===== src/rtl/fx2_tx_packetizer.sv =====
// -----------------------------------------------------------------------------
// fx2_tx_packetizer
//   Collects user bytes in a small first-word-fall-through buffer and streams
//   them into the FX2 slave FIFO4. It commits packets in two ways:
//     - Full packets of MAX_PKT bytes commit automatically, with no PKTEND.
//     - Short packets commit with a single-cycle FIFO_PKTEND pulse. This
//       happens after IDLE_TIMEOUT empty-buffer cycles, or on a flush request.
//
// Ports
//   FX2_CLK                     : single clock, rising edge
//   FX2_RESETn                  : asynchronous active-low reset; release is
//                                 synchronised internally
//   in_data / in_valid          : user byte and its qualifier
//   in_ready                    : buffer not full
//   flush                       : one-cycle request to commit a short packet
//   FIFO4_ready_to_accept_data  : FX2 FIFO4 not full
//   FIFO_DATAOUT / _OE          : data bus to the FX2 and its output enable
//   FIFO_WR                     : write strobe into FIFO4
//   FIFO_PKTEND                 : short-packet commit strobe
//   pkt_count                   : committed packets (full and short), wraps
//   busy                        : FSM not idle, or bytes still buffered
// -----------------------------------------------------------------------------
module fx2_tx_packetizer #(
    parameter int MAX_PKT      = 512,
    parameter int IDLE_TIMEOUT = 64,
    parameter int DEPTH        = 16
) (
    input  logic        FX2_CLK,
    input  logic        FX2_RESETn,
    input  logic [7:0]  in_data,
    input  logic        in_valid,
    output logic        in_ready,
    input  logic        flush,
    input  logic        FIFO4_ready_to_accept_data,
    output logic [7:0]  FIFO_DATAOUT,
    output logic        FIFO_DATAOUT_OE,
    output logic        FIFO_WR,
    output logic        FIFO_PKTEND,
    output logic [15:0] pkt_count,
    output logic        busy
);

    localparam int AW = (DEPTH > 1) ? $clog2(DEPTH) : 1;
    localparam int PW = AW + 1;
    localparam int BW = $clog2(MAX_PKT + 1);

    typedef enum logic [2:0] {
        S_IDLE   = 3'd0,
        S_ARM    = 3'd1,
        S_WRITE  = 3'd2,
        S_PKTEND = 3'd3,
        S_GAP    = 3'd4
    } state_t;

    logic [1:0]    rst_sync_q;
    logic          rst_core_n;
    logic [7:0]    mem_q [DEPTH];
    logic [PW-1:0] wr_ptr_q, wr_ptr_d, rd_ptr_q, rd_ptr_d;
    logic [PW-1:0] count_s, count_next_s;
    logic          empty_s, full_s, push_s, wr_en_s, flush_pend_s;
    state_t        state_q, state_d;
    logic [BW-1:0] byte_cnt_q, byte_cnt_d;
    logic [7:0]    idle_cnt_q, idle_cnt_d;
    logic          flush_q, flush_d;
    logic [15:0]   pkt_count_q, pkt_count_d;
    logic          oe_q, oe_d, pktend_q, pktend_d;

    // Reset synchroniser: asserts asynchronously, releases two edges later.
    always_ff @(posedge FX2_CLK or negedge FX2_RESETn) begin
        if (!FX2_RESETn) begin
            rst_sync_q <= 2'b00;
        end else begin
            rst_sync_q <= {rst_sync_q[0], 1'b1};
        end
    end

    assign rst_core_n = rst_sync_q[1];

    // Buffer occupancy from the wrap-bit pointers.
    assign count_s = wr_ptr_q - rd_ptr_q;
    assign empty_s = (count_s == '0);
    assign full_s  = (count_s == PW'(DEPTH));

    // A full buffer refuses a push even when a pop happens in the same cycle.
    assign push_s  = in_valid && !full_s;
    assign wr_en_s = (state_q == S_WRITE) && !empty_s && FIFO4_ready_to_accept_data;

    // Buffer storage; contents are don't-care while empty, so no reset.
    always_ff @(posedge FX2_CLK) begin
        if (push_s) begin
            mem_q[wr_ptr_q[AW-1:0]] <= in_data;
        end
    end

    // Next-state, counters and packet commit decisions.
    always_comb begin
        wr_ptr_d     = wr_ptr_q + PW'(push_s);
        rd_ptr_d     = rd_ptr_q + PW'(wr_en_s);
        count_next_s = wr_ptr_d - rd_ptr_d;
        state_d      = state_q;
        byte_cnt_d   = byte_cnt_q;
        idle_cnt_d   = idle_cnt_q;
        flush_d      = flush_q;
        pkt_count_d  = pkt_count_q;
        // A flush counts only once the packet holds at least one byte.
        flush_pend_s = flush_q || (flush && (byte_cnt_q != '0));
        case (state_q)
            S_IDLE: begin
                if (!empty_s) begin
                    state_d = S_ARM;
                end else begin
                    state_d = S_IDLE;
                end
            end
            S_ARM: begin
                state_d = S_WRITE;
            end
            S_WRITE: begin
                if (wr_en_s) begin
                    byte_cnt_d = byte_cnt_q + BW'(1);
                    idle_cnt_d = 8'd0;
                end else if (empty_s) begin
                    // Saturate so a long idle spell can never wrap the counter.
                    if (idle_cnt_q != 8'hFF) begin
                        idle_cnt_d = idle_cnt_q + 8'd1;
                    end else begin
                        idle_cnt_d = idle_cnt_q;
                    end
                end else begin
                    // Stalled on a full FIFO4: neither idle nor writing.
                    idle_cnt_d = idle_cnt_q;
                end
                flush_d = flush_pend_s;
                if (byte_cnt_d == BW'(MAX_PKT)) begin
                    state_d     = S_GAP;
                    pkt_count_d = pkt_count_q + 16'd1;
                // A pending flush fires on the cycle that drains the last byte.
                end else if ((byte_cnt_d != '0) &&
                             ((idle_cnt_q == 8'(IDLE_TIMEOUT)) ||
                              (flush_pend_s && (count_next_s == '0)))) begin
                    state_d = S_PKTEND;
                end else begin
                    state_d = S_WRITE;
                end
            end
            S_PKTEND: begin
                pkt_count_d = pkt_count_q + 16'd1;
                state_d     = S_GAP;
            end
            S_GAP: begin
                byte_cnt_d = '0;
                idle_cnt_d = 8'd0;
                flush_d    = 1'b0;
                state_d    = S_IDLE;
            end
            default: begin
                state_d = S_IDLE;
            end
        endcase
        oe_d     = (state_d == S_ARM) || (state_d == S_WRITE);
        pktend_d = (state_d == S_PKTEND);
    end

    // FSM, pointers, counters and registered bus controls.
    always_ff @(posedge FX2_CLK or negedge rst_core_n) begin
        if (!rst_core_n) begin
            state_q     <= S_IDLE;
            wr_ptr_q    <= '0;
            rd_ptr_q    <= '0;
            byte_cnt_q  <= '0;
            idle_cnt_q  <= 8'd0;
            flush_q     <= 1'b0;
            pkt_count_q <= 16'd0;
            oe_q        <= 1'b0;
            pktend_q    <= 1'b0;
        end else begin
            state_q     <= state_d;
            wr_ptr_q    <= wr_ptr_d;
            rd_ptr_q    <= rd_ptr_d;
            byte_cnt_q  <= byte_cnt_d;
            idle_cnt_q  <= idle_cnt_d;
            flush_q     <= flush_d;
            pkt_count_q <= pkt_count_d;
            oe_q        <= oe_d;
            pktend_q    <= pktend_d;
        end
    end

    // FIFO_WR stays combinational so it follows FIFO4's full flag in the same cycle.
    assign in_ready        = !full_s;
    assign FIFO_DATAOUT    = mem_q[rd_ptr_q[AW-1:0]];
    assign FIFO_DATAOUT_OE = oe_q;
    assign FIFO_WR         = wr_en_s;
    assign FIFO_PKTEND     = pktend_q;
    assign pkt_count       = pkt_count_q;
    assign busy            = (state_q != S_IDLE) || !empty_s;

endmodule


===== config.mk =====
export PLATFORM = sky130hd
export DESIGN_NAME = fx2_tx_packetizer
export DESIGN_NICKNAME = d
export VERILOG_FILES = /design/src/rtl/fx2_tx_packetizer.sv
export SDC_FILE = /design/constraint.sdc
export NUM_CORES = 1
export LEC_CHECK = 0
export CELL_PAD_IN_SITES_DETAIL_PLACEMENT = 1
export CELL_PAD_IN_SITES_GLOBAL_PLACEMENT = 1
export CORE_UTILIZATION = 30
export CTS_BUF_LIST = sky130_fd_sc_hd__clkbuf_4 sky130_fd_sc_hd__clkbuf_8
export CTS_CLUSTER_SIZE = 10
export DETAILED_ROUTE_END_ITERATION = 8
export HOLD_SLACK_MARGIN = 0.15
export PLACE_DENSITY = 0.6
export SKIP_CTS_REPAIR_TIMING = 1
export SLEW_MARGIN = 5
export SYNTH_ARGS = -nofsm -noshare
export SYNTH_HDL_FRONTEND = slang
export SYNTH_SLANG_ARGS = --single-unit

===== constraint.sdc =====
create_clock -name FX2_CLK -period 2.9 [get_ports FX2_CLK]
set_input_delay 0.725 -clock FX2_CLK [delete_from_list [all_inputs] [get_ports FX2_CLK]]
set_output_delay 0.725 -clock FX2_CLK [all_outputs]
set_load 0.05 [all_outputs]

==> impl_results.rst, run 1 <==
.. list-table::
   :header-rows: 1

   * - Metric
     - Value
   * - Run status
     - finished with violations
   * - Failing checks
     - negative setup slack
   * - Design area
     - 10400 um2
   * - Root Buffer Master
     - sky130_fd_sc_hd__clkbuf_8
   * - Combinational family with the most area after synthesis
     - multiplexers
   * - Number of primary I/O pins
     - between 40 and 50
   * - Final critical delay including setup and external delays
     - 3780 ps
   * - Post-detailed-placement half-perimeter wirelength
     - roughly 13 mm
   * - Final Hold Violating Endpoints
     - 0
   * - FF-to-FF Start
     - wr_ptr_q[0]
   * - Seq cells post-synth
     - 180
   * - Simple-Gate Fraction of Synth Area
     - 0.100
   * - Clock Latency Late Sink
     - approximately 480 ps
   * - Type of the worst min-delay path
     - reg2async
   * - Power, Total
     - roughly 11 mW
   * - Drt via density
     - 4.96
   * - Largest area contributor in the synthesized netlist
     - sky130_fd_sc_hd__edfxtp_1
   * - Min setup slack post-route
     - -875 ps
   * - Residual antenna-violating net count after detailed routing
     - 0
   * - Worst Path Arrival
     - just over 4000 ps
   * - Dominant synthesized flop cell
     - sky130_fd_sc_hd__edfxtp_1
   * - Seq/Total Area, Yosys
     - 0.646
   * - Power per cell area
     - 1030 nW/um2
   * - Global-route wire length before repair
     - about 30 mm
   * - Remaining global-route overflow
     - 0
   * - Adder-cell share of the synthesized area
     - 0.0267
   * - Die span in x
     - 165 um
   * - TritonCTS clock tree
     - built
   * - CP Class
     - reg2reg
   * - Total CTS buffers
     - 17
   * - Port Buffer Count
     - between 40 and 50
   * - Synthesized-area fraction occupied by xor and xnor cells
     - 0.0382
   * - Ys async rst share
     - 0.289
   * - Via count of the first global-routing pass
     - approximately 5300
   * - Number of max-slew violations in the final report
     - 0
   * - FMAX
     - 0.265 GHz
   * - Maximum capacitance violations
     - 0
   * - Number of distinct library cells after synthesis
     - 52
   * - DRC errors left
     - 0
   * - Synth warnings
     - 0
   * - RR Endpoint
     - FIFO_DATAOUT_OE
   * - Register-to-register path setup slack
     - -880 ps
   * - Antenna violations before repair
     - 1
   * - Mux share of post-synthesis cell area
     - 0.115
   * - Setup skew after layout
     - approximately 21 ps
   * - Starting utilization of the core area
     - 0.306
   * - Net count after synthesis
     - around 540
   * - Filler cell count
     - approximately 2600
   * - Static leakage power
     - between 3 and 4 nW
   * - Worst Path Required
     - about 3300 ps
   * - Area share of the largest cell type after synthesis
     - 0.483
   * - Least-Margin Pin Slew
     - about 650 ps
   * - Top post-synthesis cells by area
     - sky130_fd_sc_hd__edfxtp_1 (48%), sky130_fd_sc_hd__dfrtp_1 (16%), sky130_fd_sc_hd__mux4_2 (11%), sky130_fd_sc_hd__ha_1 (2.7%), sky130_fd_sc_hd__xor2_1 (2.1%)
   * - DRC marker count from the first detailed-route iteration
     - between 200 and 250
   * - Largest fanout of any net on the critical path
     - 3
   * - Detailed Route WL
     - 20.1 mm
   * - Synth Area in Compound Gates
     - 0.0536
   * - Startpoint type of the worst setup path
     - register
   * - Full die area
     - between 20000 and 30000 um2
   * - Share of layout cells above drive strength 1
     - 0.370
   * - P&R area growth vs syn
     - 30.9%
   * - Vertical extent of the die
     - approximately 160 um
   * - Clock-pin slew reported for the worst setup and hold paths after clock tree synthesis
     - ~110 ps
   * - Pin count of the biggest net entering global routing
     - 35
   * - Max_slew headroom
     - 0.565
   * - CP endpoint kind
     - register
   * - Most frequent standard cell in the layout excluding fill and tap cells
     - sky130_fd_sc_hd__edfxtp_1
   * - Clock Path Buffers
     - 2
   * - GR Util All Layers
     - 0.149
   * - Initial DRT Pass Iterations
     - 4
   * - Worst supply voltage drop on vdd
     - 788 uV
   * - Drt wl/cell
     - 20.2 um
   * - Area post-placement
     - around 9500 um2
   * - Clock sink count
     - 180
   * - Post-synth EDFFs
     - 128
   * - Total number of placement rows
     - 59
   * - Synthesized area
     - roughly 8000 um2
   * - Core Footprint
     - between 20000 and 30000 um2
   * - Number of instances in the synthesized netlist
     - around 500
   * - Depth of the worst register-to-register path
     - 19
   * - Net count of the finished layout
     - just under 700
   * - Count of vias placed by the detailed router
     - ~4900
   * - Portion of the clock cycle consumed by the worst path in the final layout
     - 1.30
   * - Setup violators final
     - 30
   * - Final GP Congestion
     - between 0.7 and 0.8
   * - Mapped Avg Cell Area
     - about 15 um2
   * - Most frequent cells in the layout
     - sky130_fd_sc_hd__edfxtp_1 (128), sky130_fd_sc_hd__buf_4 (75), sky130_fd_sc_hd__dfrtp_1 (50), sky130_fd_sc_hd__mux4_2 (40), sky130_fd_sc_hd__clkdlybuf4s50_1 (30)
   * - Setup repair after global routing missed its margin
     - true
   * - Clock H-tree levels
     - 4
-- final cells by class --
class                           count  area, um2  area share
Clock inverter                     15        163      0.0156
Inverter                           20       81.3     0.00780
Clock buffer                       17        234      0.0225
Antenna cell                        1       2.50    0.000240
Timing Repair Buffer              131       1260       0.121
Sequential cell                   180       5150       0.494
Tap cell                          335        419      0.0402
Multi-Input combinational cell    293       3110       0.298
-- routing by layer --
metal / wire (um) / part of all wire / global-route usage / vias to the layer above
li1: - / - / - / 2239
met1: 8510 / 0.42 / 0.184 / 2567
met2: 10600 / 0.53 / 0.264 / 91
met3: 691 / 0.034 / 0.0319 / 19
met4: 257 / 0.013 / 0.0379 / 0
met5: 0 / 0 / 0 / -
-- worst max path at each step --
| stage | cells after the start | endpoint | from | slack [ps] |
|---|---|---|---|---|
| final | 19 | FIFO_DATAOUT_OE | wr_ptr_q[0] | -880 |
| after global placement | 18 | FIFO_DATAOUT_OE | wr_ptr_q[2] | -720 |
| after global routing | 19 | FIFO_DATAOUT_OE | wr_ptr_q[0] | -1140 |
| after CTS | 17 | FIFO_DATAOUT_OE | wr_ptr_q[2] | -960 |
| after detailed placement | 17 | FIFO_DATAOUT_OE | wr_ptr_q[2] | -940 |
| after floorplan | 20 | FIFO_DATAOUT_OE | rd_ptr_q[1] | -1050 |
-- report_power, final --
group	internal (mW)	switching (mW)	total, mW
Clock	0.650	1.06	1.71
Combinational	2.61	3.07	5.69
Sequential	3.13	0.211	3.35
Total	6.40	4.34	10.7
-- through the flow --
step,cells,setup slack [ps],util,hold WS [ps],TNS [ps]
2_1_floorplan,514,-1050,-,331,-5520
3_3_place_gp,943,-723,0.365,98.4,-11090
3_5_place_dp,943,-943,0.365,109,-12990
4_1_cts,975,-961,0.380,98.4,-12150
5_1_grt,992,-1140,0.400,321,-16550
6_report,992,-875,0.400,282,-8500
-- Yosys cell counts, drive strengths merged (2+ instances only) --
cell type  instances
nor2              27
nand4              6
o21ai             26
nor4               7
edfxtp           128
nor2b              5
nand2b            12
nand3             21
xnor2             13
nor4b              3
nor3b              4
inv               20
buf                5
nand2             18
a21oi             13
nor3              14
dfrtp             52
a211oi             3
o31ai              2
and3              14
clkbuf            16
o21bai             2
mux4              40
and4               3
a21o               2
a31oi              4
xor2              19
ha                17
-- critical path, cell delays in order, from the launching register on --
cell and delay [ps]:
sky130_fd_sc_hd__dfrtp_1 370, sky130_fd_sc_hd__inv_1 80, sky130_fd_sc_hd__ha_1 210, sky130_fd_sc_hd__nand3b_1 230, sky130_fd_sc_hd__nand2_1 130, sky130_fd_sc_hd__nor3_1 60
sky130_fd_sc_hd__a31oi_1 150, sky130_fd_sc_hd__and4b_1 240, sky130_fd_sc_hd__nor2b_2 170, sky130_fd_sc_hd__ha_2 240, sky130_fd_sc_hd__nand3_2 100, sky130_fd_sc_hd__xnor2_2 220
sky130_fd_sc_hd__ha_4 240, sky130_fd_sc_hd__or2_4 230, sky130_fd_sc_hd__a2111oi_4 300, sky130_fd_sc_hd__a21oi_2 50, sky130_fd_sc_hd__nor2_1 100, sky130_fd_sc_hd__nand4_1 120
sky130_fd_sc_hd__a211oi_2 300, sky130_fd_sc_hd__a211oi_1 100
-- state kept, by name, summed over array words and instances (netlist names) --
name	cells
state_q	3
mem_q	128
idle_cnt_q	8
FIFO_PKTEND	1
pkt_count	16
FIFO_DATAOUT_OE	1
byte_cnt_q	10
flush_q	1
wr_ptr_q	5
rst_sync_q	2
rd_ptr_q	5
-- cells by family (layout without fill, tap and decap cells) --
| group | count (synthesis) | after routing |
|---|---|---|
| flip-flops | 180 | 180 |
| AO/OA/AOI/OAI | 62 | 62 |
| buffers and inverters | 41 | 183 |
| adder cells (fa/ha/maj) | 17 | 17 |
| other | 1 | 2 |
| AND/OR/NAND/NOR | 139 | 139 |
| multiplexers | 41 | 41 |
| XOR/XNOR | 33 | 33 |
No activity file was read; power rests on OpenSTA's default activity.
==> run 2, diff against run 1 <==
CORE_UTILIZATION = 48   (was 30)
PLACE_DENSITY = 0.86   (was 0.6)
SLEW_MARGIN = 40   (was 5)
==> impl_results.rst, run 2 (synthesized netlist as in run 1, its figures left out) <==
.. list-table::
   :header-rows: 1

   * - Metric
     - Value
   * - Full die area
     - 17100 um2 (-37%)
   * - Clock-pin slew reported for the worst setup and hold paths after clock tree synthesis
     - 100 ps (about the same)
   * - Min setup slack post-route
     - -1090 ps (-216 ps)
   * - Filler cell count
     - 1436 (-46%)
   * - Smallest hold slack
     - 228 ps (-54.4 ps)
   * - Port Buffer Count
     - 41 (unchanged)
   * - Number of max-slew violations in the final report
     - 0 (unchanged)
   * - Final core utilization
     - 0.641 (+0.241)
   * - CP Class
     - reg2reg
   * - Total negative slack
     - -12320 ps (-3820 ps)
   * - Final GP Congestion
     - 0.826 (+5.5%)
   * - Largest fanout of any net on the critical path
     - 3 (unchanged)
   * - Net count of the finished layout
     - 672 (-0.15%)
   * - Final critical delay including setup and external delays
     - 3990 ps (+216 ps)
   * - Antenna violations before repair
     - 0 (-1)
   * - Setup violators final
     - 49 (+63%)
   * - Run status
     - finished with violations
   * - GR Util All Layers
     - 0.253 (+0.103)
   * - Clock Latency Late Sink
     - 480 ps (about the same)
   * - Share of layout cells above drive strength 1
     - 0.365 (-0.00554)
   * - Portion of the clock cycle consumed by the worst path in the final layout
     - 1.38 (+0.0745)
   * - Failing checks
     - negative setup slack
   * - TritonCTS clock tree
     - built
   * - Startpoint type of the worst setup path
     - register
   * - DRC errors left
     - 0 (unchanged)
   * - Post-Place Cells
     - 824 (-13%)
   * - Via count of the first global-routing pass
     - 5350 (+0.56%)
   * - CP endpoint kind
     - register
   * - DRC marker count from the first detailed-route iteration
     - 325 (+38%)
   * - Core Footprint
     - 16100 um2 (-38%)
   * - Most frequent cells in the layout
     - sky130_fd_sc_hd__edfxtp_1 (128), sky130_fd_sc_hd__buf_4 (70), sky130_fd_sc_hd__dfrtp_1 (50), sky130_fd_sc_hd__mux4_2 (40), sky130_fd_sc_hd__clkdlybuf4s50_1 (30)
   * - Detailed Route WL
     - 22.4 mm (+12%)
   * - Worst supply voltage drop on vdd
     - 866 uV (+9.9%)
   * - Worst Path Required
     - 3260 ps (about the same)
   * - Starting utilization of the core area
     - 0.496 (+0.190)
   * - FMAX
     - 0.251 GHz (-5.4%)
   * - Maximum capacitance violations
     - 0 (unchanged)
   * - Max_slew headroom
     - 0.568 (+0.00230)
   * - Remaining global-route overflow
     - 0 (unchanged)
   * - Drt wl/cell
     - 25.8 um (+27%)
   * - P&R area growth vs syn
     - 29.3%
   * - Count of vias placed by the detailed router
     - 5051 (+2.7%)
   * - Storage element area
     - 5150 um2 (unchanged)
   * - Clock sink count
     - 180 (unchanged)
   * - Global-route wire length before repair
     - 30.7 mm (+1.6%)
   * - Most frequent standard cell in the layout excluding fill and tap cells
     - sky130_fd_sc_hd__edfxtp_1
   * - Power per cell area
     - 1090 nW/um2 (+5.8%)
   * - Least-Margin Pin Slew
     - 647 ps (-3.45 ps)
   * - Initial DRT Pass Iterations
     - 4 (unchanged)
   * - Die span in x
     - 131 um (-21%)
   * - Setup repair after global routing missed its margin
     - true
   * - Drt via density
     - 5.80 (+17%)
   * - Residual antenna-violating net count after detailed routing
     - 0 (unchanged)
   * - Diode insertion count for antenna repair
     - 0 (-1)
   * - Fin cells
     - 871 (-12%)
   * - Total number of placement rows
     - 46 (-22%)
   * - Total CTS buffers
     - 17 (unchanged)
   * - Final Hold Violating Endpoints
     - 0 (unchanged)
   * - Setup slack after placement
     - -947 ps (-4.14 ps)
   * - Area of the multi-input gates
     - 3070 um2 (-1.4%)
   * - Clock Path Buffers
     - 2 (unchanged)
   * - Worst Path Arrival
     - 4350 ps (+220 ps)
   * - Post-detailed-placement half-perimeter wirelength
     - 13.6 mm (+2.1%)
   * - Number of primary I/O pins
     - 42 (unchanged)
   * - Root Buffer Master
     - sky130_fd_sc_hd__clkbuf_8
   * - Static leakage power
     - 3.91 nW (-0.20%)
   * - Max FFs per register
     - 128 (unchanged)
   * - Type of the worst min-delay path
     - reg2async
   * - Pin count of the biggest net entering global routing
     - 35 (unchanged)
   * - Vertical extent of the die
     - 131 um (-21%)
   * - Setup skew after layout
     - 14.8 ps (-6.44 ps)
   * - Clock H-tree levels
     - 4 (unchanged)
## run 2: worst max-delay path: stages (launching register included)
cell and delay (ps):
sky130_fd_sc_hd__dfrtp_1 370, sky130_fd_sc_hd__inv_1 100, sky130_fd_sc_hd__ha_4 320, sky130_fd_sc_hd__nand3b_1 170, sky130_fd_sc_hd__nand2_1 150, sky130_fd_sc_hd__nor3_1 70, sky130_fd_sc_hd__a31oi_1 190, sky130_fd_sc_hd__and4b_1 260
sky130_fd_sc_hd__nor2b_2 150, sky130_fd_sc_hd__ha_2 220, sky130_fd_sc_hd__nand3_2 110, sky130_fd_sc_hd__xnor2_2 270, sky130_fd_sc_hd__ha_4 250, sky130_fd_sc_hd__or2_4 240, sky130_fd_sc_hd__a2111oi_4 300, sky130_fd_sc_hd__a21oi_2 70
sky130_fd_sc_hd__nor2_2 150, sky130_fd_sc_hd__nand4_1 120, sky130_fd_sc_hd__a211oi_2 290, sky130_fd_sc_hd__a211oi_1 80
## run 2: path summary, 6_finish.rpt
kind,cells past startpoint,start,slack (ps),endpoint
setup reg to reg,19,rd_ptr_q[2],-1090,FIFO_DATAOUT_OE
min in group FX2_CLK,0,rst_sync_q[0],360,rst_sync_q[1]
hold reg to reg,0,rst_sync_q[1],230,byte_cnt_q[2]
max in group asynchronous,1,rst_sync_q[1],2010,pkt_count[9]
hold / removal,0,rst_sync_q[1],230,byte_cnt_q[2]
setup / recovery,19,rd_ptr_q[2],-1090,FIFO_DATAOUT_OE
## run 2: layout make-up
| class | count | area share |
|---|---|---|
| clock buffer | 17 | 0.0227 |
| clock inverter | 15 | 0.0199 |
| inverter | 20 | 0.00790 |
| multi-input combinational | 293 | 0.298 |
| sequential | 180 | 0.500 |
| tap | 216 | 0.0263 |
| timing repair buffer | 130 | 0.125 |
## run 2: report_power, final
group          total [mW]  switching [mW]  leakage (nW)  internal, mW
clock network        1.93            1.04         0.225         0.897
registers            3.38           0.244          1.82          3.14
logic                5.91            3.20          1.86          2.71
total                11.2            4.48          3.91          6.74
## run 2: through the flow
stage               instance area (um2)  total power [mW]
detailed placement                 9360              8.36
global placement                   9360              8.04
global route                      10300              11.7
CTS                                9800              10.3
finish                            10300              11.2
floorplan                          8240              6.68
## run 2: metal layers
metal	part of all wire	routed length, um	up-vias	track usage
li1	-	-	2224	-
met1	0.38	8560	2658	0.303
met2	0.55	12400	134	0.453
met3	0.037	822	35	0.0485
met4	0.027	612	0	0.0920
met5	0	0	-	0
==> run 3, diff against run 2 <==
CORE_UTILIZATION = 49   (was 48)
GPL_TIMING_DRIVEN = 0   (was default)
PLACE_DENSITY = 0.84   (was 0.86)
clock period = 4.5 ns   (was 2.9 ns; I/O delays follow)
==> impl_results.rst, run 3 (synthesized netlist as in run 1, its figures left out) <==
.. list-table::
   :header-rows: 1

   * - Metric
     - Value
   * - Clock Latency Late Sink
     - 470 ps (about the same)
   * - Fin cells
     - 814 (-6.5%)
   * - Run status
     - complete, no violations
   * - Global-route wire length before repair
     - 29.5 mm (-3.8%)
   * - Setup repair after global routing missed its margin
     - true
   * - Largest fanout of any net on the critical path
     - 10 (+7)
   * - CP Class
     - reg2reg
   * - Net count of the finished layout
     - 616 (-8.3%)
   * - Combinational Power Share
     - 0.475 (-0.052)
   * - Detailed Route WL
     - 20.0 mm (-11%)
   * - Filler cell count
     - 1491 (+3.8%)
   * - Total CTS buffers
     - 17 (unchanged)
   * - Global-route track usage on met3
     - 0.0512 (+0.00274)
   * - Sw frac
     - 0.408 (+0.00879)
   * - Smallest hold slack
     - 226 ps (-2.04 ps)
   * - Clock-pin slew reported for the worst setup and hold paths after clock tree synthesis
     - 100 ps (about the same)
   * - Storage element area
     - 5150 um2 (about the same)
   * - Clock H-tree levels
     - 4 (unchanged)
   * - Die span in x
     - 129 um (-1.0%)
   * - Switching component of the power
     - 2.59 mW (-42%)
   * - Number of primary I/O pins
     - 42 (unchanged)
   * - Via count of the first global-routing pass
     - 5147 (-3.8%)
   * - FMAX
     - 0.226 GHz (-9.9%)
   * - CP endpoint kind
     - register
   * - Worst supply voltage drop on vdd
     - 365 uV (-58%)
   * - Core Footprint
     - 15900 um2 (-1.1%)
   * - Static leakage power
     - 3.44 nW (-12%)
   * - GR Util All Layers
     - 0.248 (-0.00413)
   * - Drt via density
     - 5.98 (+3.1%)
   * - Register-to-register path setup slack
     - 70 ps (+1160 ps)
   * - Min setup slack post-route
     - 71.6 ps (+1160 ps)
   * - P&R area growth vs syn
     - 18.6%
   * - Most utilized layer in the global route result
     - met2
   * - Max_slew headroom
     - 0.434 (-0.134)
   * - DRC marker count from the first detailed-route iteration
     - 325 (unchanged)
   * - Maximum capacitance violations
     - 0 (unchanged)
   * - Initial DRT Pass Iterations
     - 5 (+1)
   * - Setup violators final
     - 0 (-100%)
   * - Type of the worst min-delay path
     - reg2async
   * - Worst Path Required
     - 4840 ps (+1580 ps)
   * - Pin count of the biggest net entering global routing
     - 30 (-14%)
   * - Count of vias placed by the detailed router
     - 4868 (-3.6%)
   * - Post-Place Cells
     - 772 (-6.3%)
   * - Post-detailed-placement half-perimeter wirelength
     - 13.4 mm (-1.6%)
   * - Port Buffer Count
     - 41 (unchanged)
   * - Clock sink count
     - 180 (unchanged)
   * - Full die area
     - 16800 um2 (-2.0%)
   * - Met2 Usage GRT
     - 0.437 (-0.0158)
   * - TritonCTS clock tree
     - built
   * - Total negative slack
     - 0 ps (+12320 ps)
   * - DRC errors left
     - 0 (unchanged)
   * - Antenna violations before repair
     - 0 (unchanged)
   * - Worst Path Arrival
     - 4770 ps (+420 ps)
   * - Startpoint type of the worst setup path
     - register
   * - Max FFs per register
     - 128 (unchanged)
   * - Drt wl/cell
     - 24.5 um (-4.7%)
   * - Root Buffer Master
     - sky130_fd_sc_hd__clkbuf_8
   * - Design area
     - 9440 um2 (-8.3%)
   * - Most frequent cells in the layout
     - sky130_fd_sc_hd__edfxtp_1 (128), sky130_fd_sc_hd__dfrtp_1 (51), sky130_fd_sc_hd__mux4_2 (40), sky130_fd_sc_hd__clkdlybuf4s50_1 (33), sky130_fd_sc_hd__nor2_1 (26)
   * - Met1 usage
     - 0.310 (+0.00712)
   * - Setup skew after layout
     - 15.8 ps (+1.04 ps)
   * - Clock Path Buffers
     - 2 (unchanged)
   * - Area of the multi-input gates
     - 2880 um2 (-6.2%)
   * - Final GP Congestion
     - 0.863 (+4.4%)
   * - Vertical extent of the die
     - 129 um (-1.0%)
   * - Power per cell area
     - 673 nW/um2 (-38%)
   * - Pint
     - 3.76 mW (-44%)
   * - Area post-placement
     - 8700 um2 (-7.1%)
   * - Share of layout cells above drive strength 1
     - 0.229 (-0.136)
   * - Final core utilization
     - 0.594 (-0.0465)
   * - Sequential share of power
     - 0.348 (+0.047)
   * - Residual antenna-violating net count after detailed routing
     - 0 (unchanged)
   * - Starting utilization of the core area
     - 0.501 (+0.00539)
   * - Setup slack after placement
     - -943 ps (+4.34 ps)
   * - Total number of placement rows
     - 46 (unchanged)
   * - Portion of the clock cycle consumed by the worst path in the final layout
     - 0.984 (-0.392)
   * - Final critical delay including setup and external delays
     - 4430 ps (+437 ps)
   * - Final Hold Violating Endpoints
     - 0 (unchanged)
   * - Portion of total power attributed to the clock network
     - 0.177 (+0.005)
   * - Least-Margin Pin Slew
     - 846 ps (+200 ps)
   * - Power, Total
     - 6.36 mW (-43%)
   * - Remaining global-route overflow
     - 0 (unchanged)
   * - Number of max-slew violations in the final report
     - 0 (unchanged)
   * - Diode insertion count for antenna repair
     - 0 (unchanged)
   * - Most frequent standard cell in the layout excluding fill and tap cells
     - sky130_fd_sc_hd__edfxtp_1
-- run 3: changes by cell type in the layout (fill, tap and decap cells not counted), sizes merged --
cell	before	now
buf	95	16
bufinv	3	2
clkbuf	22	34
clkdlybuf4s50	30	33
clkinv	2	4
clkinvlp	1	5
dlymetal6s2s	0	8
inv	29	23
-- run 3: power by group through the flow --
stage               combinational (mW)  sequential, mW  clock, mW
floorplan                         1.79            2.25          0
global placement                  2.50            2.20          0
detailed placement                2.62            2.23          0
CTS                               2.65            2.19       1.15
global route                      3.20            2.24       1.21
finish                            3.02            2.21       1.12
-- run 3: metal layers --
metal	share of wire	vias to the layer above
met5	0	-
met4	0.015	0
met3	0.045	20
met2	0.54	156
met1	0.40	2572
li1	-	2120
-- run 3: worst paths after layout --
path	startpoint	end	cells after the start
worst max-delay path	rd_ptr_q[1]	FIFO_DATAOUT_OE	20
worst max register to register	rd_ptr_q[1]	FIFO_DATAOUT_OE	20
worst min-delay path	rst_sync_q[1]	pkt_count[7]	0
max in group asynchronous	FX2_RESETn	rst_sync_q[1]	1
min in group FX2_CLK	rst_sync_q[0]	rst_sync_q[1]	0
worst min register to register	rst_sync_q[1]	pkt_count[7]	0
-- run 3: worst max-delay path: stages, from the launching register on --
cell and delay [ps]:
sky130_fd_sc_hd__dfrtp_1 380, sky130_fd_sc_hd__buf_6 130, sky130_fd_sc_hd__buf_12 130, sky130_fd_sc_hd__inv_1 70, sky130_fd_sc_hd__ha_4 300, sky130_fd_sc_hd__nand3b_1 150, sky130_fd_sc_hd__a211oi_2 390, sky130_fd_sc_hd__o2111ai_4 190
sky130_fd_sc_hd__nand3_4 150, sky130_fd_sc_hd__clkinvlp_4 150, sky130_fd_sc_hd__ha_4 200, sky130_fd_sc_hd__nand3_1 130, sky130_fd_sc_hd__xnor2_2 180, sky130_fd_sc_hd__ha_4 260, sky130_fd_sc_hd__or2_2 310, sky130_fd_sc_hd__a2111oi_2 300
sky130_fd_sc_hd__a21oi_1 90, sky130_fd_sc_hd__nor2_1 120, sky130_fd_sc_hd__nand4_1 200, sky130_fd_sc_hd__a211oi_4 390, sky130_fd_sc_hd__a211oi_1 80
-- run 3: cell type report --
cell class | instances | share of cell area
timing repair buffer | 53 | 0.0564
clock buffer | 17 | 0.0248
sequential | 180 | 0.545
buffer | 21 | 0.0136
tap | 216 | 0.0286
clock inverter | 14 | 0.0182
multi-input combinational | 293 | 0.304
inverter | 20 | 0.00861
